[src/rtl/sc_player_position_register_if.sv]
// Player position bus: the shift/load/obstacle inputs coming from the player
// state machine and the displayed row, edge flags and collision flag going back.
interface sc_player_position_register_if #(
  parameter int DATAWIDTH = 8
);
  logic [1:0]           ShiftSelection_In;
  logic                 Load_InLow;
  logic [DATAWIDTH-1:0] ObstacleRow_In;
  logic [DATAWIDTH-1:0] Position_Out;
  logic                 AtLeftEdge_Out;
  logic                 AtRightEdge_Out;
  logic                 Collision_OutLow;

  // Upstream side: drives shift codes, level load and obstacle row.
  modport master (
    output ShiftSelection_In,
    output Load_InLow,
    output ObstacleRow_In,
    input  Position_Out,
    input  AtLeftEdge_Out,
    input  AtRightEdge_Out,
    input  Collision_OutLow
  );

  // Position register side.
  modport slave (
    input  ShiftSelection_In,
    input  Load_InLow,
    input  ObstacleRow_In,
    output Position_Out,
    output AtLeftEdge_Out,
    output AtRightEdge_Out,
    output Collision_OutLow
  );
endinterface

[src/rtl/sc_player_position_register.sv]
// Player column position on the player row of the LED matrix.
// Moves one column per shift code, saturating at both edges, detects overlap
// with the obstacle row, and after a hit freezes and blinks the player bit
// until the next level load. Collision_OutLow feeds back as PlayerLose.
module sc_player_position_register #(
  parameter int                   DATAWIDTH     = 8,
  parameter logic [DATAWIDTH-1:0] INIT_POSITION = DATAWIDTH'(8'b0001_0000),
  parameter int                   BLINK_TICKS   = 12_500_000
) (
  input  logic                           SC_PLAYER_STATEMACHINE_CLOCK_50,
  input  logic                           SC_PLAYER_STATEMACHINE_RESET_InHigh,
  sc_player_position_register_if.slave   playerBus
);

  // A counter of at least one bit even when a blink half-period is one clock.
  localparam int CNT_W = (BLINK_TICKS > 1) ? $clog2(BLINK_TICKS) : 1;
  localparam logic [CNT_W-1:0]     BLINK_LAST = CNT_W'(BLINK_TICKS - 1);
  localparam logic [DATAWIDTH-1:0] LEFT_EDGE  = DATAWIDTH'(1) << (DATAWIDTH - 1);
  localparam logic [DATAWIDTH-1:0] RIGHT_EDGE = DATAWIDTH'(1);

  localparam logic [1:0] SHIFT_LEFT  = 2'b01;
  localparam logic [1:0] SHIFT_RIGHT = 2'b10;

  // Two-hot-free encodings so a corrupted state register is detectable.
  typedef enum logic [1:0] {
    ALIVE = 2'b01,
    HIT   = 2'b10
  } state_t;

  state_t               state;
  logic [DATAWIDTH-1:0] position;
  logic [CNT_W-1:0]     blinkCount;
  logic                 blinkPhase;

  // Saturating one-column move; the bit is never shifted out, so the
  // position stays one-hot.
  function automatic logic [DATAWIDTH-1:0] shiftPosition(
    input logic [DATAWIDTH-1:0] pos,
    input logic [1:0]           code
  );
    logic [DATAWIDTH-1:0] result;
    result = pos;
    case (code)
      SHIFT_LEFT:  if (!pos[DATAWIDTH-1]) result = pos << 1;
      SHIFT_RIGHT: if (!pos[0])           result = pos >> 1;
      default:     result = pos;
    endcase
    return result;
  endfunction

  // Player state machine: load has priority, then collision, then movement;
  // in HIT the position is frozen and the blink phase toggles every BLINK_TICKS.
  always_ff @(posedge SC_PLAYER_STATEMACHINE_CLOCK_50 or
              posedge SC_PLAYER_STATEMACHINE_RESET_InHigh) begin
    if (SC_PLAYER_STATEMACHINE_RESET_InHigh) begin
      state      <= ALIVE;
      position   <= INIT_POSITION;
      blinkCount <= '0;
      blinkPhase <= 1'b1;
    end else begin
      case (state)
        ALIVE: begin
          if (!playerBus.Load_InLow) begin
            position   <= INIT_POSITION;
            blinkCount <= '0;
            blinkPhase <= 1'b1;
          end else if (|(position & playerBus.ObstacleRow_In)) begin
            // Position is frozen and this cycle's shift code is dropped.
            state      <= HIT;
            blinkCount <= '0;
            blinkPhase <= 1'b0;
          end else begin
            position <= shiftPosition(position, playerBus.ShiftSelection_In);
          end
        end
        HIT: begin
          if (!playerBus.Load_InLow) begin
            state      <= ALIVE;
            position   <= INIT_POSITION;
            blinkCount <= '0;
            blinkPhase <= 1'b1;
          end else if (blinkCount == BLINK_LAST) begin
            blinkCount <= '0;
            blinkPhase <= ~blinkPhase;
          end else begin
            blinkCount <= blinkCount + CNT_W'(1);
          end
        end
        default: begin
          // Recover from an illegal state encoding as if a level had loaded.
          state      <= ALIVE;
          position   <= INIT_POSITION;
          blinkCount <= '0;
          blinkPhase <= 1'b1;
        end
      endcase
    end
  end

  // Output decode straight from registers: blinked row in HIT, edge flags
  // from the internal (unblinked) position, collision flag from the state.
  always_comb begin
    playerBus.Position_Out     = position;
    playerBus.Collision_OutLow = 1'b1;
    if (state == HIT) begin
      playerBus.Position_Out     = position & {DATAWIDTH{blinkPhase}};
      playerBus.Collision_OutLow = 1'b0;
    end
    playerBus.AtLeftEdge_Out  = (position == LEFT_EDGE);
    playerBus.AtRightEdge_Out = (position == RIGHT_EDGE);
  end

endmodule

[src/flat_wrapper.sv]
// flat-port wrapper written by rule: the top's interface ports become plain ports
module sc_player_position_register_flat 
#(
  parameter int                   DATAWIDTH     = 8,
  parameter logic [DATAWIDTH-1:0] INIT_POSITION = DATAWIDTH'(8'b0001_0000),
  parameter int                   BLINK_TICKS   = 12_500_000
)
  (SC_PLAYER_STATEMACHINE_CLOCK_50, SC_PLAYER_STATEMACHINE_RESET_InHigh, playerBus_ShiftSelection_In, playerBus_Load_InLow, playerBus_ObstacleRow_In, playerBus_Position_Out, playerBus_AtLeftEdge_Out, playerBus_AtRightEdge_Out, playerBus_Collision_OutLow);
  sc_player_position_register_if #(.DATAWIDTH(DATAWIDTH)) playerBus_i ();
  input  logic SC_PLAYER_STATEMACHINE_CLOCK_50;
  input  logic SC_PLAYER_STATEMACHINE_RESET_InHigh;
  input wire logic [$bits(playerBus_i.ShiftSelection_In)-1:0] playerBus_ShiftSelection_In;
  input wire logic [$bits(playerBus_i.Load_InLow)-1:0] playerBus_Load_InLow;
  input wire logic [$bits(playerBus_i.ObstacleRow_In)-1:0] playerBus_ObstacleRow_In;
  output wire logic [$bits(playerBus_i.Position_Out)-1:0] playerBus_Position_Out;
  output wire logic [$bits(playerBus_i.AtLeftEdge_Out)-1:0] playerBus_AtLeftEdge_Out;
  output wire logic [$bits(playerBus_i.AtRightEdge_Out)-1:0] playerBus_AtRightEdge_Out;
  output wire logic [$bits(playerBus_i.Collision_OutLow)-1:0] playerBus_Collision_OutLow;
  assign playerBus_i.ShiftSelection_In = playerBus_ShiftSelection_In;
  assign playerBus_i.Load_InLow = playerBus_Load_InLow;
  assign playerBus_i.ObstacleRow_In = playerBus_ObstacleRow_In;
  assign playerBus_Position_Out = playerBus_i.Position_Out;
  assign playerBus_AtLeftEdge_Out = playerBus_i.AtLeftEdge_Out;
  assign playerBus_AtRightEdge_Out = playerBus_i.AtRightEdge_Out;
  assign playerBus_Collision_OutLow = playerBus_i.Collision_OutLow;
  sc_player_position_register #(.DATAWIDTH(DATAWIDTH), .INIT_POSITION(INIT_POSITION), .BLINK_TICKS(BLINK_TICKS)) u_core (.SC_PLAYER_STATEMACHINE_CLOCK_50(SC_PLAYER_STATEMACHINE_CLOCK_50), .SC_PLAYER_STATEMACHINE_RESET_InHigh(SC_PLAYER_STATEMACHINE_RESET_InHigh), .playerBus(playerBus_i));
endmodule
[config.mk]
export PLATFORM = sky130hd
export DESIGN_NAME = sc_player_position_register_flat
export DESIGN_NICKNAME = d
export VERILOG_FILES = /design/src/rtl/sc_player_position_register_if.sv /design/src/rtl/sc_player_position_register.sv /design/src/flat_wrapper.sv
export SDC_FILE = /design/constraint.sdc
export NUM_CORES = 1
export LEC_CHECK = 0
export CAP_MARGIN = 10
export CELL_PAD_IN_SITES_DETAIL_PLACEMENT = 0
export CELL_PAD_IN_SITES_GLOBAL_PLACEMENT = 2
export CORE_ASPECT_RATIO = 0.9
export CORE_MARGIN = 3
export CORE_UTILIZATION = 37
export DETAILED_ROUTE_END_ITERATION = 16
export GPL_TIMING_DRIVEN = 0
export PLACE_DENSITY_LB_ADDON = 0.1
export SLEW_MARGIN = 40
export SYNTH_ARGS = -nofsm -noshare
export SYNTH_HDL_FRONTEND = slang
export SYNTH_SLANG_ARGS = --single-unit
[constraint.sdc]
create_clock -name SC_PLAYER_STATEMACHINE_CLOCK_50 -period 3.4 [get_ports SC_PLAYER_STATEMACHINE_CLOCK_50]
set_input_delay 0.51 -clock SC_PLAYER_STATEMACHINE_CLOCK_50 [delete_from_list [all_inputs] [get_ports SC_PLAYER_STATEMACHINE_CLOCK_50]]
set_output_delay 0.51 -clock SC_PLAYER_STATEMACHINE_CLOCK_50 [all_outputs]
set_load 0.01 [all_outputs]
**Word level (Yosys, flattened, before mapping)**

Cells that the tools add are included.

- $add $sub $neg: 1
- Equal/unequal tests: 16
- Muxes and demuxes: 23
- Bitwise gates (word level): 3
- Reductions and logical operators: 6

Operators by type and width:

| operator | number |
|---|---|
| two-way mux 24 bit | 4 |
| two-way mux 8 bit | 6 |
| case mux 24 bit (2 select lines) | 1 |
| case mux 8 bit (2 select lines) | 2 |
| adder 24 x 1 -> 24 bit (second input constant) | 1 |
| == test 24 bit (second input constant) | 1 |
| AND 8 bit | 2 |
| inequality test 4 bit (second input constant) | 3 |
| == test 8 x 1 -> 1 bit (second input constant) | 1 |
| == test 8 bit (second input constant) | 1 |
| AND reduction 4 bit | 2 |
| OR reduction 8 bit | 1 |
| two-way mux 2 bit | 3 |
| inequality test 3 x 2 -> 1 bit (second input constant) | 2 |
| two-way mux 1 bit | 5 |
| AND reduction 5 bit | 1 |
| == test 2 x 1 -> 1 bit (second input constant) | 2 |
| == test 2 bit (second input constant) | 2 |
| inequality test 2 bit (second input constant) | 2 |
| case mux 2 bit (2 select lines) | 1 |
| inequality test 3 bit (second input constant) | 1 |
| AND reduction 3 bit | 1 |
| inequality test 2 x 1 -> 1 bit (second input constant) | 1 |
| case mux 1 bit (2 select lines) | 1 |
| other kinds (2) | 2 |

- Register bits after elaboration: 35
- Bits of input ports: 13
- Logic and storage cells: 55

**Longest topological paths before layout**

Gate-level depths: netlist of the first run.

- Depth in word-level cells: 5
- Mapped depth: 8
- Depth with buffers taken out: 6

**Least setup slack after synthesis of the first run**

No wires, ideal clock.

- Kind: register to register
- Start: register u_core.blinkCount[7]
- End: register u_core.blinkCount[0]
- Data arrival time: 1.783 ns
- Required time: 3.275 ns
- Path slack: 1.493 ns
- Stages on the path, launching flop included: 7
- Buffers on the path: 1
- Cells stage by stage: dfrtp_1 or4b_1 nor4_1 a31o_2 buf_6 nor2_2 mux2_2

- Word-level cells in the longest chain between the ends: 4

Ends and longest elaborated chain:

| element | RTL line | source |
|---|---|---|
| start: declaration | sc_player_position_register.sv:32 | `logic [CNT_W-1:0] blinkCount;` |
| start signal: assignment | sc_player_position_register.sv:86 | `blinkCount <= blinkCount + CNT_W'(1);` |
| == test 24 bit | sc_player_position_register.sv:82 | `end else if (blinkCount == BLINK_LAST) begin` |
| two-way mux 24 bit | sc_player_position_register.sv:82 |  |
| two-way mux 24 bit | sc_player_position_register.sv:77 | `if (!playerBus.Load_InLow) begin` |
| case mux 24 bit (2 select lines) | sc_player_position_register.sv:61 | `case (state)` |

Every way passes these cells.
A chain may end at the register's enable or synchronous reset.

**Worst setup path in the final report of the first run**

- Start: register u_core.state[0]
- End: output port playerBus_Position_Out[0]

- Word-level cells in the longest chain between the ends: 2

Ends and longest elaborated chain:

| element | RTL line | source |
|---|---|---|
| start: declaration | sc_player_position_register.sv:30 | `state_t state;` |
| start signal: assignment | sc_player_position_register.sv:56 | `state <= ALIVE;` |
| start signal: assignment | sc_player_position_register.sv:69 | `state <= HIT;` |
| start signal: assignment | sc_player_position_register.sv:78 | `state <= ALIVE;` |
| == test 2 bit | sc_player_position_register.sv:105 | `if (state == HIT) begin` |
| two-way mux 8 bit | sc_player_position_register.sv:105 |  |
| end: declaration | flat_wrapper.sv:15 | `output wire logic [$bits(playerBus_i.Position_Out)-1:0] playerBus_Position_Out;` |

Every way passes these cells.

==> results.txt, run 1 <==
The tightest slew margin relative to the limit is 60.5%. The leakage power came out at 1.06 nW. The clock period minus final worst setup slack is 2560 ps. The cell area after synthesis came out at 2170 µm². The number of vias in the routed layout is 1874. The number of nets in the synthesized netlist is 255.

The type of element launching the critical path is a flip-flop. Cells with a size suffix above 1 make up 10.3% of the layout. VDD sags by at most 396 µV. The maximum clock skew at final layout came out at 4.43 ps. Traced cell by cell, the critical path runs through inv_1, ha_1, nand2b_1, and2_1, clkdlybuf4s50_1. Clock tree synthesis selected as its root buffer the cell clkbuf_8.

The repair_antennas step left the layout with diodes totalling 0. The total CTS buffers came out at 5. The final count of hold timing violations is 0.

The largest net degree at the start of global routing is 24. The routed design has 5370 µm of wire. Port buffering added 23 buffers.

In the global route stage, overall resource usage came out at 17.9%. The CTS tree is yes. The kind of cell with the highest combined delay along the critical path is buffers and inverters. The flow ran to the end, and the final reports show no timing, DRC or antenna violations. The share of synthesized area occupied by flip-flops and latches came out at 40.5%. Clock-pin slew was measured on the worst setup and hold paths at 70 ps. The core region area came out at 5470 µm². The via count of the first global-routing pass is 1879. Dividing the synthesized area by the synthesized cell count gives 9.09 µm².

The total chip power came out at 1.21 mW. Setup violations remaining at the end of the flow were counted as 0. Counting flops with an async set or reset pin after synthesis yields a share of 100%. The worst endpoint required time is 2890 ps. The clock net in this run drives a total of 35 sinks. The starting density of the core came out at 39.7%. The number of design rule violations left after detail routing came out at 0. The number of setup buffers added after CTS is 0. The top fanout value on the critical path is 8. The first-pass GRT wire length is 9580 µm. The sum of buffers and inverters on the critical path is 2.

The path type of the worst min-delay path is input port to asynchronous set/reset pin. The chip height came out at 78.7 µm. The initialized floorplan defines 25 standard-cell rows.

In the synthesized netlist the dominant register cell turns out to be dfrtp_1. For this run, the top clock speed supported by timing is 391 MHz. The number of flops mapped to enable cells by yosys is 0. The net total in the final layout came out at 286. The worst setup path is captured at a primary output. Once detail routing completed, the nets flagged for antenna violations numbered 0. The power per cell area came out at 469 nW/µm². The level count of the clock H-tree is 2.

On the worst path, the slowest cell contributes a delay of 540 ps. The count of maximum capacitance violations is 0. Adding up every negative setup slack in the final design gives 0 ps. Setup repair after global routing left no endpoint under its margin. The count of synthesis-stage warnings from yosys came out at 0. The maximum buffer depth of the clock tree is 2.

The floorplan step defined a die boundary enclosing 6830 µm². The slew of the pin with the lowest slew margin came out at 588 ps. The width of the chip is 86.8 µm. The first-iteration detailed-routing DRC count is 112. The count of pins over their slew limit came to 0. Before antenna repair, the detailed router went through 4 iterations. The share of the cycle needed by the critical path after routing came out at 75.3%. In this run, post-CTS hold repair placed 0 buffers. Summed over all layers, the global routing overflow is 0. The arrival time of the worst setup path came out at 2050 ps. The netlist uses 50 different library cells.

The synthesized flop and latch total is 35. From synthesis to final layout, the design area changed by 19.1%. The I/O pin count came out at 24. The HPWL after detailed placement is 4000 µm. The number of antenna violations at the first check in global routing was 0. The final core area utilization is 47.2%. The slowest cell on the critical path is dfstp_2. The post-synthesis instance total is 239. The wire length per cell came out at 15.9 µm. Once the clock tree was built, the resizer swapped 0 gates to a different size. The average via count per standard cell came out at 5.54. Routability-driven placement finished with a final weighted congestion of 0.719. The critical path class is flip-flop to primary output.

For the worst-skew pair, the clock arrives at the later sink with an insertion delay of 290 ps.
## final cells by class
| cell class | count | area, µm² |
|---|---|---|
| Fill cell | 537 | 2890 |
| Multi-Input combinational cell | 184 | 1200 |
| Sequential cell | 35 | 880 |
| Timing Repair Buffer | 24 | 250 |
| Tap cell | 67 | 83.8 |
| Clock buffer | 8 | 80.1 |
| Buffer | 10 | 55.1 |
| Inverter | 10 | 37.5 |
## worst paths after layout
check	from	endpoint	slack, ps	cells after the start
worst max-delay path	u_core.state[0]	playerBus_Position_Out[0]	840	5
worst min-delay path	SC_PLAYER_STATEMACHINE_RESET_InHigh	u_core.blinkCount[3]	490	2
worst max register to register	u_core.blinkCount[6]	u_core.blinkCount[0]	1270	6
worst min register to register	u_core.state[1]	u_core.state[1]	540	2
max in group asynchronous	SC_PLAYER_STATEMACHINE_RESET_InHigh	u_core.blinkPhase	2410	3
min in group SC_PLAYER_STATEMACHINE_CLOCK_50	u_core.state[1]	u_core.state[1]	540	2
## registers in the layout, summed over array words and instances, names as in the netlist
signal,flops
u_core.blinkCount,24
u_core.position,8
u_core.state,2
u_core.blinkPhase,1
## synthesized netlist by cell type, types with 4 or more instances
cell / count / share of area (%)
o21ai_1: 8 / 1.8
a21oi_1: 12 / 2.8
nand2_1: 18 / 3.1
o21ai_0: 11 / 2.5
nor2_1: 18 / 3.1
a22oi_1: 5 / 1.7
a31oi_1: 4 / 1.2
nor2b_1: 5 / 1.4
and3_1: 5 / 1.4
nand3b_1: 10 / 3.5
nand3_1: 5 / 1.2
nor3_1: 4 / 0.92
clkbuf_1: 6 / 1.0
and2_1: 11 / 3.2
dfrtp_1: 32 / 37
xor2_1: 7 / 2.8
or3_1: 4 / 1.2
inv_1: 10 / 1.7
mux2_2: 7 / 3.6
a22o_1: 6 / 2.4
## per-layer routing
layer	routed length [µm]	GRT usage, %	share of wire [%]
met4	65	5.14	1.2
met3	173	3.15	3.2
met1	2790	27.3	52
met5	0	0	0
met2	2340	25.6	44
## stage by stage
stage | setup WS [ps] | hold slack (ps) | area (µm²) | instances
finish | 839 | 487 | 2590 | 338
global route | 687 | 522 | 2590 | 338
CTS | 796 | 494 | 2590 | 338
detailed placement | 908 | 527 | 2510 | 330
global placement | 915 | 523 | 2490 | 329
floorplan | 1490 | 490 | 2170 | 239
## report_power, final
part	leakage (nW)	switching, mW	internal, mW
Clock	0.0395	0.146	0.146
Sequential	0.477	0.0373	0.461
Combinational	0.544	0.241	0.182
## kinds of logic (layout without fill, tap and decap cells)
kind of cell,Yosys count,after routing,synth area share [%]
AND/OR/NAND/NOR,103,103,27.6
multiplexers,8,8,4.15
XOR/XNOR,8,8,3.23
adder cells (fa/ha/maj),3,3,1.73
flip-flops,35,35,40.5
AO/OA/AOI/OAI,62,62,18.5
buffers and inverters,20,52,4.26
## layout by cell type, fill, tap and decap left out, drive strengths merged, types with 6 or more instances in the layout
master,count
dfrtp,32
and2,12
o21ai,19
clkdlybuf4s50,23
nand2,18
mux2,8
clkbuf,14
nor2,19
a22o,6
inv,10
xor2,7
a21oi,12
nand3b,10
Note: power is estimated with default switching activity, not from simulation.
==> run 2: changes to the inputs <==
Settings changed: CORE_UTILIZATION 37 to 31.
Clock period 3.4 ns to 2.35 ns, I/O delays scaled along.
==> run 2 against run 1 <==
Largest cell class unchanged. Sequential cell count is the same. Global-route usage shrank 2.2 points. Clock power grew 49%.
==> results.txt, run 2 (synthesis gave the netlist of run 1 again) <==
Run status: finished clean (unchanged). The buffer cell driving the clock tree root is clkbuf_8 (unchanged). Sequence of cells on the critical path: nor4_1, nand2_1, nor3b_1, clkdlybuf4s50_1 (was inv_1, ha_1, nand2b_1, and2_1, clkdlybuf4s50_1).

The design area is 2630 µm² (was 2590 µm²). The type of element launching the critical path is a flip-flop (unchanged). The count of pins over their slew limit is 0 (unchanged). The core region area came out at 6690 µm² (was 5470 µm²).

The tightest hold margin came to 400 ps (was 487 ps). The chip height came out at 85.4 µm (was 78.7 µm). The total placed instance area is 2540 µm² (was 2510 µm²). The wire length per cell came out at 15.7 µm (was 15.9 µm). The top fanout value on the critical path is 6 (was 8). The starting density of the core is 32.5% (was 39.7%). The die outline area came out at 8050 µm² (was 6830 µm²).

The arrival time of the worst setup path came out at 1880 ps (was 2050 ps). The critical path class was flip-flop to primary output (unchanged). Largest regs: u_core.blinkCount x24, u_core.position x8, u_core.state x2 (unchanged). The via count of the first global-routing pass came to 1877 (was 1879). The worst IR drop on VDD is 288 µV (was 396 µV). The first-iteration detailed-routing DRC count came out at 64 (was 112). The number of antenna violations at the first check in global routing came out at 0 (unchanged).

The maximum single-stage delay on the critical path came out at 560 ps (was 540 ps). The overall routed net length is 5680 µm (was 5370 µm). The slew of the pin with the lowest slew margin is 628 ps (was 588 ps). The placement-stage worst setup slack is -64.7 ps (was 908 ps). The final total negative setup slack is 0 ps (unchanged). The proportion of layout cells with a drive suffix above 1 is 11.4% (was 10.3%). Most frequent cells in the layout: dfrtp_1, clkdlybuf4s50_1, nand2_1, nor2_1, a21oi_1 (unchanged). The number of clock sinks came to 35 (unchanged). The CTS tree is yes (unchanged). The total inserted antenna cells is 0 (unchanged). The count of final setup violators came out at 0 (unchanged). The largest net degree at the start of global routing came out at 20 (was 24). The maximum buffer depth of the clock tree came out at 2 (unchanged). The instance count after placement with tap cells included came out at 353 (was 330). The total overflow reported by the global router came out at 0 (unchanged). The total global routing track utilization is 15.7% (was 17.9%). The number of filler instances in the final layout is 699 (was 537). The growth of design area from synthesis to finish is 21.3% (was 19.1%).

The net total in the final layout is 286 (unchanged). The placement row count is 28 (was 25). The leakage power came to 1.07 nW (was 1.06 nW). The final antenna-violating net count is 0 (unchanged). The number of vias in the routed layout came to 1883 (was 1874).

The port buffer count is 23 (unchanged). The final RePlAce weighted congestion was 0.748 (was 0.719). The worst endpoint required time came out at 2000 ps (was 2890 ps).

The final count of hold timing violations was 0 (unchanged). The number of non-filler instances in the completed layout came out at 361 (was 338). The share of the cycle needed by the critical path after routing came out at 94.8%. The first-pass GRT wire length was 9850 µm (was 9580 µm).

The slowest cell on the critical path is clkdlybuf4s50_1 (was dfstp_2). The clock-pin slew reported for the worst setup and hold paths after clock tree synthesis came to 80 ps (was 70 ps). Unrepaired setup endpoints after global routing: no (unchanged). The HPWL after detailed placement was 4150 µm (was 4000 µm).

The path type of the worst min-delay path is input port to asynchronous set/reset pin (unchanged). The I/O pin count came out at 24 (unchanged). The post-cts hold buffer count is 0 (unchanged). The flip-flop count of the largest register after layout is 24 (unchanged). The register area came out at 880 µm² (unchanged). The register with the most flip-flops is u_core.blinkCount (unchanged). The tightest slew margin relative to the limit was 57.8% (was 60.5%). The worst path setup slack after routing is 122 ps (was 839 ps). The post-CTS setup buffer count is 0 (unchanged).

The number of design rule violations left after detail routing is 0 (unchanged). The maximum clock skew at final layout is 9.53 ps (was 4.43 ps). The count of maximum capacitance violations is 0 (unchanged). The area of combinational cells with multiple inputs is 1210 µm² (was 1200 µm²). The average via count per standard cell came out at 5.22 (was 5.54). The clock period minus final worst setup slack is 2230 ps. The level count of the clock H-tree came out at 2 (unchanged).

The element type at the critical path end is a primary output (unchanged). The width of the chip is 94.2 µm (was 86.8 µm). The power per cell area came out at 674 nW/µm² (was 469 nW/µm²). The first-pass iteration count of the detailed router is 4 (unchanged). The maximum clock frequency is 449 MHz.

The clock latency of the later-clocked register in the worst-skew pair was 290 ps (about the same). The most common cell after layout, fill and taps aside is dfrtp_1 (unchanged). The total CTS buffers is 5 (unchanged).
## run 2: cell count changes in the layout (fill, tap and decap cells not counted)
cell / delta
buf_12: -1
clkinv_2: +1
buf_16: +1
nand2b_4: +1
ha_1: -1
nand2b_1: -1
ha_2: +1
clkbuf_1: -1
## run 2: layout make-up
| type | count | area share (%) |
|---|---|---|
| sequential | 35 | 33.4 |
| inverter | 10 | 1.43 |
| clock buffer | 7 | 2.90 |
| buffer | 10 | 2.09 |
| timing repair buffer | 24 | 9.79 |
| clock inverter | 1 | 0.190 |
| multi-input combinational | 184 | 45.9 |
| tap | 90 | 4.28 |
## run 2: critical path, delay by kind of cell (launching register included)
family	cells	cell delay, ps
DFF	1	450
and+or+nand+nor	3	590
buffers and inverters	1	560
## run 2: final timing paths
path                                          slack, ps  cells after the start                           startpoint                  endpoint
setup / recovery                                    120                      4                   u_core.position[3]  playerBus_AtLeftEdge_Out
hold / removal                                      400                      2  SC_PLAYER_STATEMACHINE_RESET_InHigh      u_core.blinkCount[5]
setup reg to reg                                    180                      6                 u_core.blinkCount[6]      u_core.blinkCount[0]
hold reg to reg                                     540                      2                      u_core.state[1]           u_core.state[1]
max in group asynchronous                          1400                      3  SC_PLAYER_STATEMACHINE_RESET_InHigh           u_core.state[0]
min in group SC_PLAYER_STATEMACHINE_CLOCK_50        540                      2                      u_core.state[1]           u_core.state[1]
## run 2: timing repair
action | 4_1_cts | 5_1_grt
resized for setup | 1 | 2
pin swaps | 0 | 1
gates cloned | 0 | 0
endpoints found under the setup margin | 8 | 9
endpoints found under the hold margin | 0 | 0
## run 2: where the power goes
group	switching, mW	leakage, nW	internal [mW]
Sequential	0.0549	0.477	0.667
Clock	0.226	0.0422	0.208
Combinational	0.346	0.551	0.273
Total	0.627	1.07	1.15
## run 2: routing by layer
metal,up-vias,track usage [%],wire length (µm)
met1,908,24.4,3070
met3,7,3.01,152
met2,31,21.5,2380
li1,937,-,-
met5,-,0,0
met4,0,5.12,78
## run 2: stage by stage
step	total power, mW	utilization [%]
after floorplan	1.12	-
after global placement	1.36	37.6
after detailed placement	1.35	38.0
after CTS	1.79	39.2
after global routing	1.92	39.4
final	1.78	39.4
==> run 3: changes to the inputs <==
Settings changed: SETUP_SLACK_MARGIN from default to 0.02.
==> run 3 against run 2 <==
Cell count is 0.55% higher. Die area unchanged. Highest routed layer unchanged. Sequential power about the same. Register-to-register slack about the same.
==> results.txt, run 3 (synthesis gave the netlist of run 1 again) <==
Run status: finished clean (unchanged). The element type at the critical path end is a primary output (unchanged). The growth of design area from synthesis to finish was 22.6% (was 21.3%). The width of the chip is 94.2 µm (unchanged). The slew of the pin with the lowest slew margin came out at 497 ps (was 628 ps).

Sequence of cells on the critical path: inv_1, ha_2, nand2b_4, and2_1, clkdlybuf4s50_1 (was nor4_1, nand2_1, nor3b_1, clkdlybuf4s50_1). The maximum clock frequency was 451 MHz (was 449 MHz). The worst endpoint required time is 2000 ps (about the same). The number of clock sinks is 35 (unchanged). The path type of the worst min-delay path is input port to asynchronous set/reset pin (unchanged).

The relative contribution of combinational cells to total power came out at 35.3% (was 34.9%). The worst IR drop on VDD is 283 µV (was 288 µV). The overall routed net length came out at 5640 µm (was 5680 µm). The number of antenna violations at the first check in global routing was 0 (unchanged).

The port buffer count came out at 23 (unchanged). The proportion of total power due to net switching came to 35.1% (was 35.3%). The die outline area came out at 8050 µm² (unchanged).

The number of filler instances in the final layout is 700 (was 699). Unrepaired setup endpoints after global routing: no (unchanged). The critical register-to-register path startpoint was u_core.blinkCount[6] (unchanged).

The clock-pin slew reported for the worst setup and hold paths after clock tree synthesis is 80 ps (about the same). The number of design rule violations left after detail routing was 0 (unchanged). The first-iteration detailed-routing DRC count came out at 68 (was 64). The setup slack on the worst flop-to-flop path is 180 ps (about the same). The flip-flop count of the largest register after layout came to 24 (unchanged). The total CTS buffers is 5 (unchanged). The total chip power is 1.78 mW (about the same).

The slowest cell on the critical path is dfstp_2 (was clkdlybuf4s50_1). The wire length per cell came out at 15.5 µm (was 15.7 µm). The number of vias in the routed layout is 1867 (was 1883). The buffer cell driving the clock tree root is clkbuf_8 (unchanged). The tightest hold margin came out at 400 ps (about the same). Most frequent cells in the layout: dfrtp_1, clkdlybuf4s50_1, nand2_1, nor2_1, a21oi_1 (unchanged). The level count of the clock H-tree came out at 2 (unchanged). The core region area came to 6690 µm² (unchanged). The maximum single-stage delay on the critical path came out at 530 ps (was 560 ps).

The first-pass GRT wire length is 9850 µm (unchanged). The net total in the final layout is 288 (was 286). The type of element launching the critical path is a flip-flop (unchanged).

The net switching component of the power came out at 0.626 mW (was 0.627 mW). The total inserted antenna cells is 0 (unchanged). The final count of hold timing violations came to 0 (unchanged). The arrival time of the worst setup path came out at 1860 ps (was 1880 ps). The proportion of layout cells with a drive suffix above 1 is 12.1% (was 11.4%). The register with the most flip-flops is u_core.blinkCount (unchanged). The register share of total power is 40.5% (was 40.7%). The total global routing track utilization came to 15.7% (unchanged). The cell count of the worst reg-to-reg path came to 6 (unchanged). The share of the cycle needed by the critical path after routing is 94.3% (was 94.8%). The power per cell area is 670 nW/µm² (was 674 nW/µm²).

The critical path class is flip-flop to primary output (unchanged). The number of non-filler instances in the completed layout came out at 363 (was 361). The portion of total power attributed to the clock network is 24.3% (was 24.5%). The most common cell after layout, fill and taps aside was dfrtp_1 (unchanged). The leakage power is 1.13 nW (was 1.07 nW). The tightest slew margin relative to the limit came to 66.9% (was 57.8%). The maximum buffer depth of the clock tree came out at 2 (unchanged). The count of final setup violators came out at 0 (unchanged). The average via count per standard cell came to 5.14 (was 5.22). The largest net degree at the start of global routing came out at 20 (unchanged). The CTS tree is yes (unchanged). The clock period minus final worst setup slack is 2220 ps (was 2230 ps). The count of pins over their slew limit was 0 (unchanged). The via count of the first global-routing pass is 1877 (unchanged). The HPWL after detailed placement is 4150 µm (unchanged). The maximum clock skew at final layout is 9.89 ps (was 9.53 ps).

The chip height came out at 85.4 µm (unchanged). The I/O pin count came to 24 (unchanged). The internal power consumption is 1.16 mW (was 1.15 mW).

The final RePlAce weighted congestion came to 0.748 (unchanged). The total overflow reported by the global router is 0 (unchanged). The placement row count came out at 28 (unchanged). The top fanout value on the critical path is 8 (was 6).

The instance count after placement with tap cells included came out at 353 (unchanged). The first-pass iteration count of the detailed router was 4 (unchanged). The final antenna-violating net count is 0 (unchanged). The endpoint of the lowest-slack register-to-register path was u_core.blinkCount[0] (unchanged). The clock latency of the later-clocked register in the worst-skew pair is 290 ps (about the same).

The final core area utilization came out at 39.8% (was 39.4%). Largest regs: u_core.blinkCount x24, u_core.position x8, u_core.state x2 (unchanged). The count of maximum capacitance violations is 0 (unchanged). The starting density of the core came out at 32.5% (unchanged).
-- run 3: cell count changes in the layout (fill, tap and decap cells not counted) --
cell | before | now
clkdlybuf4s50_1 | 23 | 21
buf_4 | 0 | 2
dlymetal6s2s_1 | 0 | 2
nor4_4 | 1 | 2
nor4_2 | 1 | 0
-- run 3: how the worst max path moves through the flow --
stage / cells past startpoint / to / slack (ps) / start
6_report: 5 / playerBus_Position_Out[1] / 130 / u_core.state[0]
5_1_grt: 5 / playerBus_Position_Out[3] / 30 / u_core.state[0]
4_1_cts: 5 / playerBus_Position_Out[2] / 30 / u_core.state[0]
3_5_place_dp: 7 / u_core.blinkPhase / -60 / playerBus_ObstacleRow_In[0]
3_3_place_gp: 7 / u_core.blinkPhase / -110 / playerBus_ObstacleRow_In[4]
2_1_floorplan: 6 / u_core.blinkCount[0] / 440 / u_core.blinkCount[7]
-- run 3: layout make-up --
type | count | area (µm²) | share of cell area (%)
Clock buffer | 7 | 76.3 | 2.87
Timing Repair Buffer | 26 | 278 | 10.4
Clock inverter | 1 | 5.00 | 0.188
Buffer | 10 | 55.1 | 2.07
Multi-Input combinational cell | 184 | 1220 | 45.8
Inverter | 10 | 37.5 | 1.41
Sequential cell | 35 | 880 | 33.0
Tap cell | 90 | 113 | 4.23
-- run 3: power by group through the flow --
stage	clock, mW	sequential, mW	combinational (mW)
4_1_cts	0.449	0.721	0.631
3_5_place_dp	0	0.732	0.618
2_1_floorplan	0	0.712	0.411
6_report	0.433	0.722	0.630
3_3_place_gp	0	0.733	0.623
5_1_grt	0.480	0.731	0.721
-- run 3: what timing repair did --
action / CTS / global route
pin swaps: 0 / 2
endpoints found under the setup margin: 8 / 13
hold buffers: 0 / 0
gates resized for setup: 2 / 4
gates cloned: 0 / 0
setup buffers: 0 / 2
-- run 3: metrics by stage --
step	instance area, µm²	setup TNS (ps)	setup slack [ps]
3_5_place_dp	2540	-85.0	-64.7
6_report	2660	0	134
5_1_grt	2660	0	32.3
4_1_cts	2630	0	30.7
3_3_place_gp	2510	-174	-114
2_1_floorplan	2170	0	443
-- run 3: critical path, delay by kind of cell (launching register included) --
kind          cells  cell delay [ps]
flops             1              530
fa+ha+maj         1              220
simple gates      2              240
buf+inv           2              590
-- run 3: per-layer routing --
layer | GRT usage, % | share of wire [%] | up-vias
met5 | 0 | 0 | -
met4 | 5.12 | 1.4 | 0
met3 | 3.01 | 2.6 | 7
met2 | 21.5 | 41 | 28
met1 | 24.4 | 55 | 894
li1 | - | - | 938
